$ cat src/rtl/nn_exec_pkg.sv
// Shared widths and ALU op-code enums for the NN execute stage.
package nn_exec_pkg;

  localparam int unsigned BusWidth     = 32;
  localparam int unsigned RegWidth     = 6;
  localparam int unsigned AluFunctBits = 3;

  typedef enum logic [AluFunctBits-1:0] {
    Alu1Add   = 3'b000,
    Alu1Sub   = 3'b001,
    Alu1Mul   = 3'b010,
    Alu1And   = 3'b011,
    Alu1Or    = 3'b100,
    Alu1Xor   = 3'b101,
    Alu1Slt   = 3'b110,
    Alu1PassB = 3'b111
  } alu1_op_e;

  typedef enum logic [AluFunctBits-1:0] {
    Alu2PassR1 = 3'b000,
    Alu2Add    = 3'b001,
    Alu2Sub    = 3'b010,
    Alu2Mul    = 3'b011,
    Alu2Relu   = 3'b100,
    Alu2Max    = 3'b101,
    Alu2Min    = 3'b110,
    Alu2Step   = 3'b111
  } alu2_op_e;

endpackage

$ cat src/rtl/nn_execute_stage_if.sv
// Decode-to-execute bundle: decode-stage inputs and registered execute results.
interface nn_execute_stage_if;
  import nn_exec_pkg::*;

  logic                    pc_en_d;
  logic                    reg_write_d;
  logic                    alu1_src_d;
  logic                    reg_dst_d;
  logic                    mem_write_d;
  logic                    mem_to_reg_d;
  logic [AluFunctBits-1:0] alu1_cntrl_d;
  logic [AluFunctBits-1:0] alu2_cntrl_d;
  logic [BusWidth-1:0]     src1a_d;
  logic [BusWidth-1:0]     src1b_d;
  logic [BusWidth-1:0]     src1c_d;
  logic [RegWidth-1:0]     rt_d;
  logic [RegWidth-1:0]     rd_d;
  logic [BusWidth-1:0]     imm_d;

  logic                    pc_en;
  logic                    reg_write;
  logic                    mem_write;
  logic                    mem_to_reg;
  logic [RegWidth-1:0]     write_dst_reg;
  logic [BusWidth-1:0]     write_data;
  logic [BusWidth-1:0]     alu_out1;
  logic [BusWidth-1:0]     alu_out2;

  modport master (
    output pc_en_d, reg_write_d, alu1_src_d, reg_dst_d, mem_write_d, mem_to_reg_d,
           alu1_cntrl_d, alu2_cntrl_d, src1a_d, src1b_d, src1c_d, rt_d, rd_d, imm_d,
    input  pc_en, reg_write, mem_write, mem_to_reg, write_dst_reg, write_data,
           alu_out1, alu_out2
  );

  modport slave (
    input  pc_en_d, reg_write_d, alu1_src_d, reg_dst_d, mem_write_d, mem_to_reg_d,
           alu1_cntrl_d, alu2_cntrl_d, src1a_d, src1b_d, src1c_d, rt_d, rd_d, imm_d,
    output pc_en, reg_write, mem_write, mem_to_reg, write_dst_reg, write_data,
           alu_out1, alu_out2
  );

endinterface

$ cat src/rtl/nn_alu_core.sv
// Combinational child ALU: R2 = g(R1, C).
// NNEX_SATURATE_EN makes add/sub/mul saturate on signed overflow instead of wrapping.
module nn_alu_core
  import nn_exec_pkg::*;
(
  input  alu2_op_e            i_op,
  input  logic [BusWidth-1:0] i_a,
  input  logic [BusWidth-1:0] i_b,
  output logic [BusWidth-1:0] o_y
);

  localparam logic [BusWidth-1:0] MaxPos = {1'b0, {(BusWidth-1){1'b1}}};
  localparam logic [BusWidth-1:0] MinNeg = {1'b1, {(BusWidth-1){1'b0}}};

  logic [BusWidth-1:0] w_sum, w_diff, w_add, w_sub, w_mul;
  logic                w_a_gt_b, w_a_ge_b;

  assign w_sum    = i_a + i_b;
  assign w_diff   = i_a - i_b;
  assign w_a_gt_b = $signed(i_a) > $signed(i_b);
  assign w_a_ge_b = $signed(i_a) >= $signed(i_b);

`ifdef NNEX_SATURATE_EN
  logic signed [2*BusWidth-1:0] w_prod;
  logic                         w_add_ovf, w_sub_ovf, w_mul_ovf;

  assign w_prod    = $signed(i_a) * $signed(i_b);
  assign w_add_ovf = (i_a[BusWidth-1] == i_b[BusWidth-1]) && (w_sum[BusWidth-1] != i_a[BusWidth-1]);
  assign w_sub_ovf = (i_a[BusWidth-1] != i_b[BusWidth-1]) && (w_diff[BusWidth-1] != i_a[BusWidth-1]);
  // Product fits only if the upper half is a sign-extension of bit BusWidth-1.
  assign w_mul_ovf = w_prod[2*BusWidth-1:BusWidth-1] != {(BusWidth+1){w_prod[BusWidth-1]}};
  assign w_add = w_add_ovf ? (i_a[BusWidth-1] ? MinNeg : MaxPos) : w_sum;
  assign w_sub = w_sub_ovf ? (i_a[BusWidth-1] ? MinNeg : MaxPos) : w_diff;
  assign w_mul = w_mul_ovf ? (w_prod[2*BusWidth-1] ? MinNeg : MaxPos) : w_prod[BusWidth-1:0];
`else
  assign w_add = w_sum;
  assign w_sub = w_diff;
  assign w_mul = i_a * i_b;
`endif

  always_comb begin
    o_y = i_a;
    case (i_op)
      Alu2PassR1: o_y = i_a;
      Alu2Add:    o_y = w_add;
      Alu2Sub:    o_y = w_sub;
      Alu2Mul:    o_y = w_mul;
      Alu2Relu:   o_y = i_a[BusWidth-1] ? '0 : i_a;
      Alu2Max:    o_y = w_a_gt_b ? i_a : i_b;
      Alu2Min:    o_y = w_a_gt_b ? i_b : i_a;
      Alu2Step:   o_y = {{(BusWidth-1){1'b0}}, w_a_ge_b};
      default:    o_y = i_a;
    endcase
  end

endmodule

$ cat src/rtl/nn_execute_stage.sv
// ID/EX pipeline register, ALU1 source mux, destination mux and chained parent/child ALUs.
// Optional child-ALU saturation is enabled by defining NNEX_SATURATE_EN.
module nn_execute_stage
  import nn_exec_pkg::*;
(
  input  logic               i_clk,
  input  logic               i_rst,
  nn_execute_stage_if.slave  bus
);

  logic                r_pc_en, r_reg_write, r_alu1_src, r_reg_dst, r_mem_write, r_mem_to_reg;
  alu1_op_e            r_alu1_op;
  alu2_op_e            r_alu2_op;
  logic [BusWidth-1:0] r_src_a, r_src_b, r_src_c, r_imm;
  logic [RegWidth-1:0] r_rt, r_rd;

  // PCEn comes out of reset high so fetch keeps running.
  always_ff @(posedge i_clk) begin
    if (i_rst) begin
      r_pc_en      <= 1'b1;
      r_reg_write  <= 1'b0;
      r_alu1_src   <= 1'b0;
      r_reg_dst    <= 1'b0;
      r_mem_write  <= 1'b0;
      r_mem_to_reg <= 1'b0;
      r_alu1_op    <= Alu1Add;
      r_alu2_op    <= Alu2PassR1;
      r_src_a      <= '0;
      r_src_b      <= '0;
      r_src_c      <= '0;
      r_imm        <= '0;
      r_rt         <= '0;
      r_rd         <= '0;
    end else begin
      r_pc_en      <= bus.pc_en_d;
      r_reg_write  <= bus.reg_write_d;
      r_alu1_src   <= bus.alu1_src_d;
      r_reg_dst    <= bus.reg_dst_d;
      r_mem_write  <= bus.mem_write_d;
      r_mem_to_reg <= bus.mem_to_reg_d;
      r_alu1_op    <= alu1_op_e'(bus.alu1_cntrl_d);
      r_alu2_op    <= alu2_op_e'(bus.alu2_cntrl_d);
      r_src_a      <= bus.src1a_d;
      r_src_b      <= bus.src1b_d;
      r_src_c      <= bus.src1c_d;
      r_imm        <= bus.imm_d;
      r_rt         <= bus.rt_d;
      r_rd         <= bus.rd_d;
    end
  end

  logic [BusWidth-1:0] w_opb, w_r1, w_r2;

  assign w_opb = r_alu1_src ? r_imm : r_src_b;

  // Parent ALU always wraps, independent of the saturation option.
  always_comb begin
    w_r1 = '0;
    case (r_alu1_op)
      Alu1Add:   w_r1 = r_src_a + w_opb;
      Alu1Sub:   w_r1 = r_src_a - w_opb;
      Alu1Mul:   w_r1 = r_src_a * w_opb;
      Alu1And:   w_r1 = r_src_a & w_opb;
      Alu1Or:    w_r1 = r_src_a | w_opb;
      Alu1Xor:   w_r1 = r_src_a ^ w_opb;
      Alu1Slt:   w_r1 = {{(BusWidth-1){1'b0}}, ($signed(r_src_a) < $signed(w_opb))};
      Alu1PassB: w_r1 = w_opb;
      default:   w_r1 = '0;
    endcase
  end

  nn_alu_core u_child_alu (
    .i_op (r_alu2_op),
    .i_a  (w_r1),
    .i_b  (r_src_c),
    .o_y  (w_r2)
  );

  assign bus.pc_en         = r_pc_en;
  assign bus.reg_write     = r_reg_write;
  assign bus.mem_write     = r_mem_write;
  assign bus.mem_to_reg    = r_mem_to_reg;
  assign bus.write_dst_reg = r_reg_dst ? r_rd : r_rt;
  assign bus.write_data    = r_src_b;
  assign bus.alu_out1      = w_r1;
  assign bus.alu_out2      = w_r2;

endmodule

$ cat src/flat_wrapper.sv
// flat-port wrapper written by rule: the top's interface ports become plain ports
module nn_execute_stage_flat import nn_exec_pkg::*;
  (i_clk, i_rst, bus_pc_en_d, bus_reg_write_d, bus_alu1_src_d, bus_reg_dst_d, bus_mem_write_d, bus_mem_to_reg_d, bus_alu1_cntrl_d, bus_alu2_cntrl_d, bus_src1a_d, bus_src1b_d, bus_src1c_d, bus_rt_d, bus_rd_d, bus_imm_d, bus_pc_en, bus_reg_write, bus_mem_write, bus_mem_to_reg, bus_write_dst_reg, bus_write_data, bus_alu_out1, bus_alu_out2);
  nn_execute_stage_if bus_i ();
  input  logic i_clk;
  input  logic i_rst;
  input wire logic [$bits(bus_i.pc_en_d)-1:0] bus_pc_en_d;
  input wire logic [$bits(bus_i.reg_write_d)-1:0] bus_reg_write_d;
  input wire logic [$bits(bus_i.alu1_src_d)-1:0] bus_alu1_src_d;
  input wire logic [$bits(bus_i.reg_dst_d)-1:0] bus_reg_dst_d;
  input wire logic [$bits(bus_i.mem_write_d)-1:0] bus_mem_write_d;
  input wire logic [$bits(bus_i.mem_to_reg_d)-1:0] bus_mem_to_reg_d;
  input wire logic [$bits(bus_i.alu1_cntrl_d)-1:0] bus_alu1_cntrl_d;
  input wire logic [$bits(bus_i.alu2_cntrl_d)-1:0] bus_alu2_cntrl_d;
  input wire logic [$bits(bus_i.src1a_d)-1:0] bus_src1a_d;
  input wire logic [$bits(bus_i.src1b_d)-1:0] bus_src1b_d;
  input wire logic [$bits(bus_i.src1c_d)-1:0] bus_src1c_d;
  input wire logic [$bits(bus_i.rt_d)-1:0] bus_rt_d;
  input wire logic [$bits(bus_i.rd_d)-1:0] bus_rd_d;
  input wire logic [$bits(bus_i.imm_d)-1:0] bus_imm_d;
  output wire logic [$bits(bus_i.pc_en)-1:0] bus_pc_en;
  output wire logic [$bits(bus_i.reg_write)-1:0] bus_reg_write;
  output wire logic [$bits(bus_i.mem_write)-1:0] bus_mem_write;
  output wire logic [$bits(bus_i.mem_to_reg)-1:0] bus_mem_to_reg;
  output wire logic [$bits(bus_i.write_dst_reg)-1:0] bus_write_dst_reg;
  output wire logic [$bits(bus_i.write_data)-1:0] bus_write_data;
  output wire logic [$bits(bus_i.alu_out1)-1:0] bus_alu_out1;
  output wire logic [$bits(bus_i.alu_out2)-1:0] bus_alu_out2;
  assign bus_i.pc_en_d = bus_pc_en_d;
  assign bus_i.reg_write_d = bus_reg_write_d;
  assign bus_i.alu1_src_d = bus_alu1_src_d;
  assign bus_i.reg_dst_d = bus_reg_dst_d;
  assign bus_i.mem_write_d = bus_mem_write_d;
  assign bus_i.mem_to_reg_d = bus_mem_to_reg_d;
  assign bus_i.alu1_cntrl_d = bus_alu1_cntrl_d;
  assign bus_i.alu2_cntrl_d = bus_alu2_cntrl_d;
  assign bus_i.src1a_d = bus_src1a_d;
  assign bus_i.src1b_d = bus_src1b_d;
  assign bus_i.src1c_d = bus_src1c_d;
  assign bus_i.rt_d = bus_rt_d;
  assign bus_i.rd_d = bus_rd_d;
  assign bus_i.imm_d = bus_imm_d;
  assign bus_pc_en = bus_i.pc_en;
  assign bus_reg_write = bus_i.reg_write;
  assign bus_mem_write = bus_i.mem_write;
  assign bus_mem_to_reg = bus_i.mem_to_reg;
  assign bus_write_dst_reg = bus_i.write_dst_reg;
  assign bus_write_data = bus_i.write_data;
  assign bus_alu_out1 = bus_i.alu_out1;
  assign bus_alu_out2 = bus_i.alu_out2;
  nn_execute_stage u_core (.i_clk(i_clk), .i_rst(i_rst), .bus(bus_i));
endmodule
$ cat config.mk
export PLATFORM = sky130hd
export DESIGN_NAME = nn_execute_stage_flat
export DESIGN_NICKNAME = d
export VERILOG_FILES = /design/src/rtl/nn_exec_pkg.sv /design/src/rtl/nn_execute_stage_if.sv /design/src/rtl/nn_alu_core.sv /design/src/rtl/nn_execute_stage.sv /design/src/flat_wrapper.sv
export SDC_FILE = /design/constraint.sdc
export NUM_CORES = 2
export LEC_CHECK = 0
export CORE_ASPECT_RATIO = 1.5
export CORE_MARGIN = 4
export CORE_UTILIZATION = 40
export DETAILED_ROUTE_END_ITERATION = 8
export HOLD_SLACK_MARGIN = 0.15
export PLACE_DENSITY = 0.6
export SKIP_CTS_REPAIR_TIMING = 1
export SYNTH_ARGS = -nofsm -noshare
export SYNTH_HDL_FRONTEND = slang
export SYNTH_SLANG_ARGS = --single-unit
$ cat constraint.sdc
create_clock -name i_clk -period 16.45 [get_ports i_clk]
set_clock_uncertainty 0.05 [all_clocks]
set_input_delay 2.4675 -clock i_clk [delete_from_list [all_inputs] [get_ports i_clk]]
set_output_delay 2.4675 -clock i_clk [all_outputs]
set_load 0.02 [all_outputs]
== Yosys cells after proc, flatten, opt, wreduce, memory -nomap -nowiden ==
Index checks and enable logic that the tools add are counted.

* ROM bits: 0
* Bits in registers: 152
* Memories kept: 0
* Latch bits: 0
* Word-level logic and storage cells: 49
* Memory bits (writable): 0
* Bits of input ports: 154

* Shift operators: 0
* Div/mod/pow operators: 0
* Bitwise gates (word level): 3
* Eq/ne operators: 14
* Multiplexer cells: 7
* Multiply operators: 2
* Order comparisons: 3
* Reduce and logical (&&, ||, !) cells: 2
* $add $sub $neg: 4

{| class="wikitable"
|+ Operators by type and width
! kind !! count
|-
| 32-bit one-hot mux with 8 select lines || 2
|-
| 32-bit 2-to-1 mux || 3
|-
| 32-bit adder || 2
|-
| 32-bit by 32-bit multiplier with 32-bit output || 2
|-
| 32-bit subtractor || 2
|-
| 32-bit bitwise AND || 1
|-
| 32-bit >= comparator || 1
|-
| 32-bit greater-than comparator || 1
|-
| 32-bit less-than comparator || 1
|-
| 32-bit OR || 1
|-
| 32-bit XOR || 1
|-
| 31-bit 2-to-1 mux || 1
|-
| 3-bit == test (second input constant) || 8
|-
| 3-bit by 2-bit == test with 1-bit output (second input constant) || 4
|-
| 3-bit by 1-bit == test with 1-bit output (second input constant) || 2
|-
| 3-bit zero test || 2
|-
| 6-bit 2-to-1 mux || 1
|}

== Logic depth before layout (Yosys ltp) ==
* Depth in word-level cells: 6
* Depth in mapped cells: 65
* Depth with buffers taken out: 62

== Cells and area by module ==
Synthesis repeated with hierarchy kept, for this count alone.

* Cells, all modules: 5479
* Area, all modules: 45607.5 um2

{| class="wikitable"
|+ Modules (own cells, without submodules)
! module !! area each (um2) !! instances !! sequential area each (um2) !! cells each
|-
| nn_execute_stage || 25102.8 || 1 || 3042.9 || 2979
|-
| nn_alu_core || 20504.7 || 1 || 0.0 || 2500
|}

== Worst setup path before layout ==
No wires, ideal clock.

* Kind: register to output
* From: reg u_core.r_alu1_src
* To: out bus_alu_out2[31]
* Buffers on the path: 3
* Setup slack: -2221 ps
* Data arrival time: 16154 ps
* Cell stages (with the launch flop): 58
* Data required time: 13932 ps
* Cell sequence: dfxtp_1 buf_6 buf_4 mux2i_1 inv_1 clkbuf_1 ha_1 fa_1 inv_1 fa_1 fa_1 inv_1 fa_1 ha_1 ha_1 inv_1 fa_1 inv_1 [... 22 more ...] fa_1 xnor2_1 xnor2_1 xnor2_1 xnor2_1 xnor2_1 xnor2_1 xnor2_1 xnor2_1 xnor2_2 xnor3_1 xnor3_1 xnor2_1 xnor3_1 xnor3_1 xnor3_1 xnor2_1 o2111ai_1

* Word-level cells in the longest chain between the ends: 6

{| class="wikitable"
|+ RTL lines
! what !! RTL line !! source
|-
| start, declared || nn_execute_stage.sv:11 || <nowiki>logic r_pc_en, r_reg_write, r_alu1_src, r_reg_dst, r_mem_write, r_mem_to_reg;</nowiki>
|-
| start signal, assigned || nn_execute_stage.sv:37 || <nowiki>r_alu1_src <= bus.alu1_src_d;</nowiki>
|-
| 32-bit 2-to-1 mux * || nn_execute_stage.sv:54 || <nowiki>assign w_opb = r_alu1_src ? r_imm : r_src_b;</nowiki>
|-
| 32-bit by 32-bit multiplier with 32-bit output (tied with other cells) || nn_execute_stage.sv:62 || <nowiki>Alu1Mul: w_r1 = r_src_a * w_opb;</nowiki>
|-
| 32-bit one-hot mux with 8 select lines * || nn_execute_stage.sv:59 || <nowiki>case (r_alu1_op)</nowiki>
|-
| via bus_alu_out1[19] || flat_wrapper.sv:27 || <nowiki>output wire logic [$bits(bus_i.alu_out1)-1:0] bus_alu_out1;</nowiki>
|-
| parallel branches: the longest is 2 deep, another holds 32-bit by 32-bit multiplier with 32-bit output || n/a ||
|-
| 32-bit one-hot mux with 8 select lines * || nn_alu_core.sv:43 || <nowiki>case (i_op)</nowiki>
|-
| end, declared || flat_wrapper.sv:28 || <nowiki>output wire logic [$bits(bus_i.alu_out2)-1:0] bus_alu_out2;</nowiki>
|}

Mark *: on every way through the listed nets, which the timed path passes.

== Worst setup path after layout ==
* From: reg u_core.r_alu1_src
* To: out bus_alu_out2[31]

* Word-level cells in the longest chain between the ends: 6

{| class="wikitable"
|+ RTL lines
! what !! RTL line
|-
| 32-bit 2-to-1 mux * || nn_execute_stage.sv:54
|-
| 32-bit by 32-bit multiplier with 32-bit output (tied with other cells) || nn_execute_stage.sv:62
|-
| 32-bit one-hot mux with 8 select lines * || nn_execute_stage.sv:59
|-
| parallel branches: the longest is 2 deep, another holds 32-bit by 32-bit multiplier with 32-bit output || n/a
|-
| 32-bit one-hot mux with 8 select lines * || nn_alu_core.sv:43
|}

Every way passes the cells marked *.

==> summary.md <==
| Metric | Value |
|---|---|
| DR WL/cell | between 20 and 30 µm |
| #FFs+latches synth | between 150 and 200 |
| Die Ht | 417 µm |
| CP top delay family | adder cells |
| Syn Area/Cell | a little over 8 µm² |
| Clock share of power | roughly 3.5% |
| Placer Congestion | 1.06 |
| Seq pwr share | under 10% |
| Initial DRC count | between 3000 and 4000 |
| Max Transition Viols Final | 0 |
| CP peak stage delay | about 570 ps |
| Max Fclk | about 0.054 GHz |
| Final Hold Fails | 0 |
| CTS buffer count | 17 |
| Initial antenna violation count | 2 |
| Layout Nets | roughly 7500 |
| Total number of yosys warnings | 0 |
| Antenna viol nets, final | 0 |
| Top Ports | 260 |
| Data required time of the worst path | 13930 ps |
| MaxCap Viol Count | 0 |
| Combinational share of power | 93.5% |
| Mapped Nets | 6801 |
| Leading cell type in the layout, fill and taps excluded | inv_1 |
| CTS Buffer Depth | 2 |
| Total grt overflow | 0 |
| Setup TNS | -13600 ps |
| Final core utilization | about half |
| Total GRT Usage | about a third |
| Largest net degree at the start of global routing | 94 |
| Peak VDD IR | 941 µV |
| H-Tree Depth | 4 |
| Starting Density | 40.4% |
| Tightest Pin Transition | 1160 ps |
| Post-synthesis sequential area ratio | 6.83% |
| CP Max Fanout | 6 |
| Failing checks | negative setup slack |
| Drt first pass iters | 7 |
| Int Pwr | 6.25 mW |
| CTS tree | yes |
| Leakage Power | between 20 and 30 nW |
| Dominant cell type by area after synthesis | fa_1 |
| Yosys top cell area share | a little under two fifths |
| Predominant post-synthesis flop cell | dfxtp_1 |
| PwrDens | between 200 and 250 nW/µm² |
| Tcrit/Tclk final | 112% |
| Finish-stage setup viols | 12 |
| Vias in the first global route | between 40000 and 50000 |
| Worst EP arrival | about 16000 ps |
| Synth area leaders | fa_1 37%, ha_1 11%, inv_1 8.9% |
| Async SR Flop Fraction | 0% |
| Final worst path period need | about 18000 ps |
| Core box area | around 110000 µm² |
| CP max stage cell | fa_1 |
| Sw Share | 53.1% |
| First-pass GRT wire length | between 200000 and 300000 µm |
| Full die area | about 120000 µm² |
| Via count | approximately 42000 |
| Die W | around 280 µm |
| Status | finished, violations left |
| Worst-path clk slew | about 130 ps |
| Crit path buf inv count | 10 |
| Worst Setup End Kind | primary output |
| Root Buffer | clkbuf_16 |
| DP HPWL | 161000 µm |
| Startpoint Class | flip-flop |
| Number of placement rows | 149 |
| Total Wirelength | slightly below 200000 µm |
| Unrepaired setup endpoints after global routing | true |
| Syn-to-layout area delta | 22.9% |
| Via-to-Cell Ratio | between 5 and 6 |
| Hold Crit Class | input pin to flip-flop |
| Commonest cells after routing, fill and taps aside | 1046 x inv_1, 815 x fa_1, 659 x nand2_1, 596 x buf_4, 584 x nor2_1 |
| Port bufs | approximately 260 |
| Num Clock Sinks | 152 |
| Slew headroom | roughly 22% |
| Fin worst setup slack | -1960 ps |
| DRC | 0 |
| NetSw | 7.08 mW |
| Syn Inst Count | between 5000 and 6000 |
| Total power | around 13 mW |
| Layout cells sized above 1 | approximately 14% |
| Mapped Area | 44500 µm² |
| Worst setup path class | flip-flop to primary output |
| Cell mode on critical path | fa_1 |
| Number of synthesized flops with an enable pin | 0 |
| Post-synth cell types | 96 |
## area by class of cell
| cell class | count | area [µm²] |
|---|---|---|
| sequential | 152 | 3050 |
| multi-input combinational | 3934 | 37200 |
| tap | 1434 | 1790 |
| fill | 10600 | 55400 |
| inverter | 1075 | 4040 |
| clock buffer | 19 | 443 |
| clock inverter | 13 | 151 |
| timing repair buffer | 905 | 8080 |
| antenna | 1 | 2.50 |
## cells by family (layout without fill, tap and decap cells)
family                   count (synthesis)  after routing  share of synthesized area, %
adder cells (fa/ha/maj)               1229           1229                          48.4
other                                    0              1                             0
multiplexers                            53             53                          1.30
buffers and inverters                 1332           2012                          11.3
flip-flops                             152            152                          6.83
AO/OA/AOI/OAI                          761            761                          11.5
XOR/XNOR                               183            183                          3.79
AND/OR/NAND/NOR                       1708           1708                          16.8
## cell usage after synthesis (43+ instances only)
| master | n |
|---|---|
| xnor2_1 | 144 |
| o21ai_0 | 136 |
| a211oi_1 | 43 |
| fa_1 | 820 |
| a21oi_1 | 204 |
| nand2_1 | 661 |
| dfxtp_1 | 152 |
| nor2_1 | 591 |
| inv_1 | 1053 |
| and2_1 | 58 |
| nor3_1 | 62 |
| ha_1 | 409 |
| clkbuf_1 | 223 |
| nor2b_1 | 169 |
## power by group through the flow
| stage | clock [mW] | sequential, mW | combinational (mW) |
|---|---|---|---|
| after global placement | 0 | 0.418 | 11.6 |
| after CTS | 0.471 | 0.409 | 11.8 |
| after floorplan | 0 | 0.414 | 6.93 |
| after detailed placement | 0 | 0.418 | 11.7 |
| after global routing | 0.482 | 0.411 | 13.5 |
| final | 0.461 | 0.411 | 12.5 |
## metrics by stage
stage / setup WS [ps] / hold slack (ps) / instance area, µm² / instances
floorplan: -517 / 2520 / 44800 / 5418
finish: -1960 / 2430 / 54700 / 7533
global route: -2440 / 2420 / 54700 / 7532
global placement: -1530 / 2950 / 53500 / 7481
detailed placement: -1640 / 2960 / 53500 / 7481
CTS: -2230 / 2400 / 54100 / 7513
## path summary, 6_finish.rpt
kind	from	end	slack, ps	cells past startpoint
min	bus_src1c_d[5]	u_core.r_src_c[5]$_SDFF_PP0_	2430	2
max	u_core.r_alu1_src$_SDFF_PP0_	bus_alu_out2[31]	-1960	59
## per-layer routing
metal / GRT usage (%) / up-vias / routed length [µm]
met4: 29.4 / 0 / 22600
met2: 57.0 / 2130 / 94200
li1: - / 18200 / -
met1: 34.1 / 20700 / 63400
met5: 0 / - / 0
met3: 5.03 / 820 / 12500
Note: power is estimated with default switching activity, not from simulation.
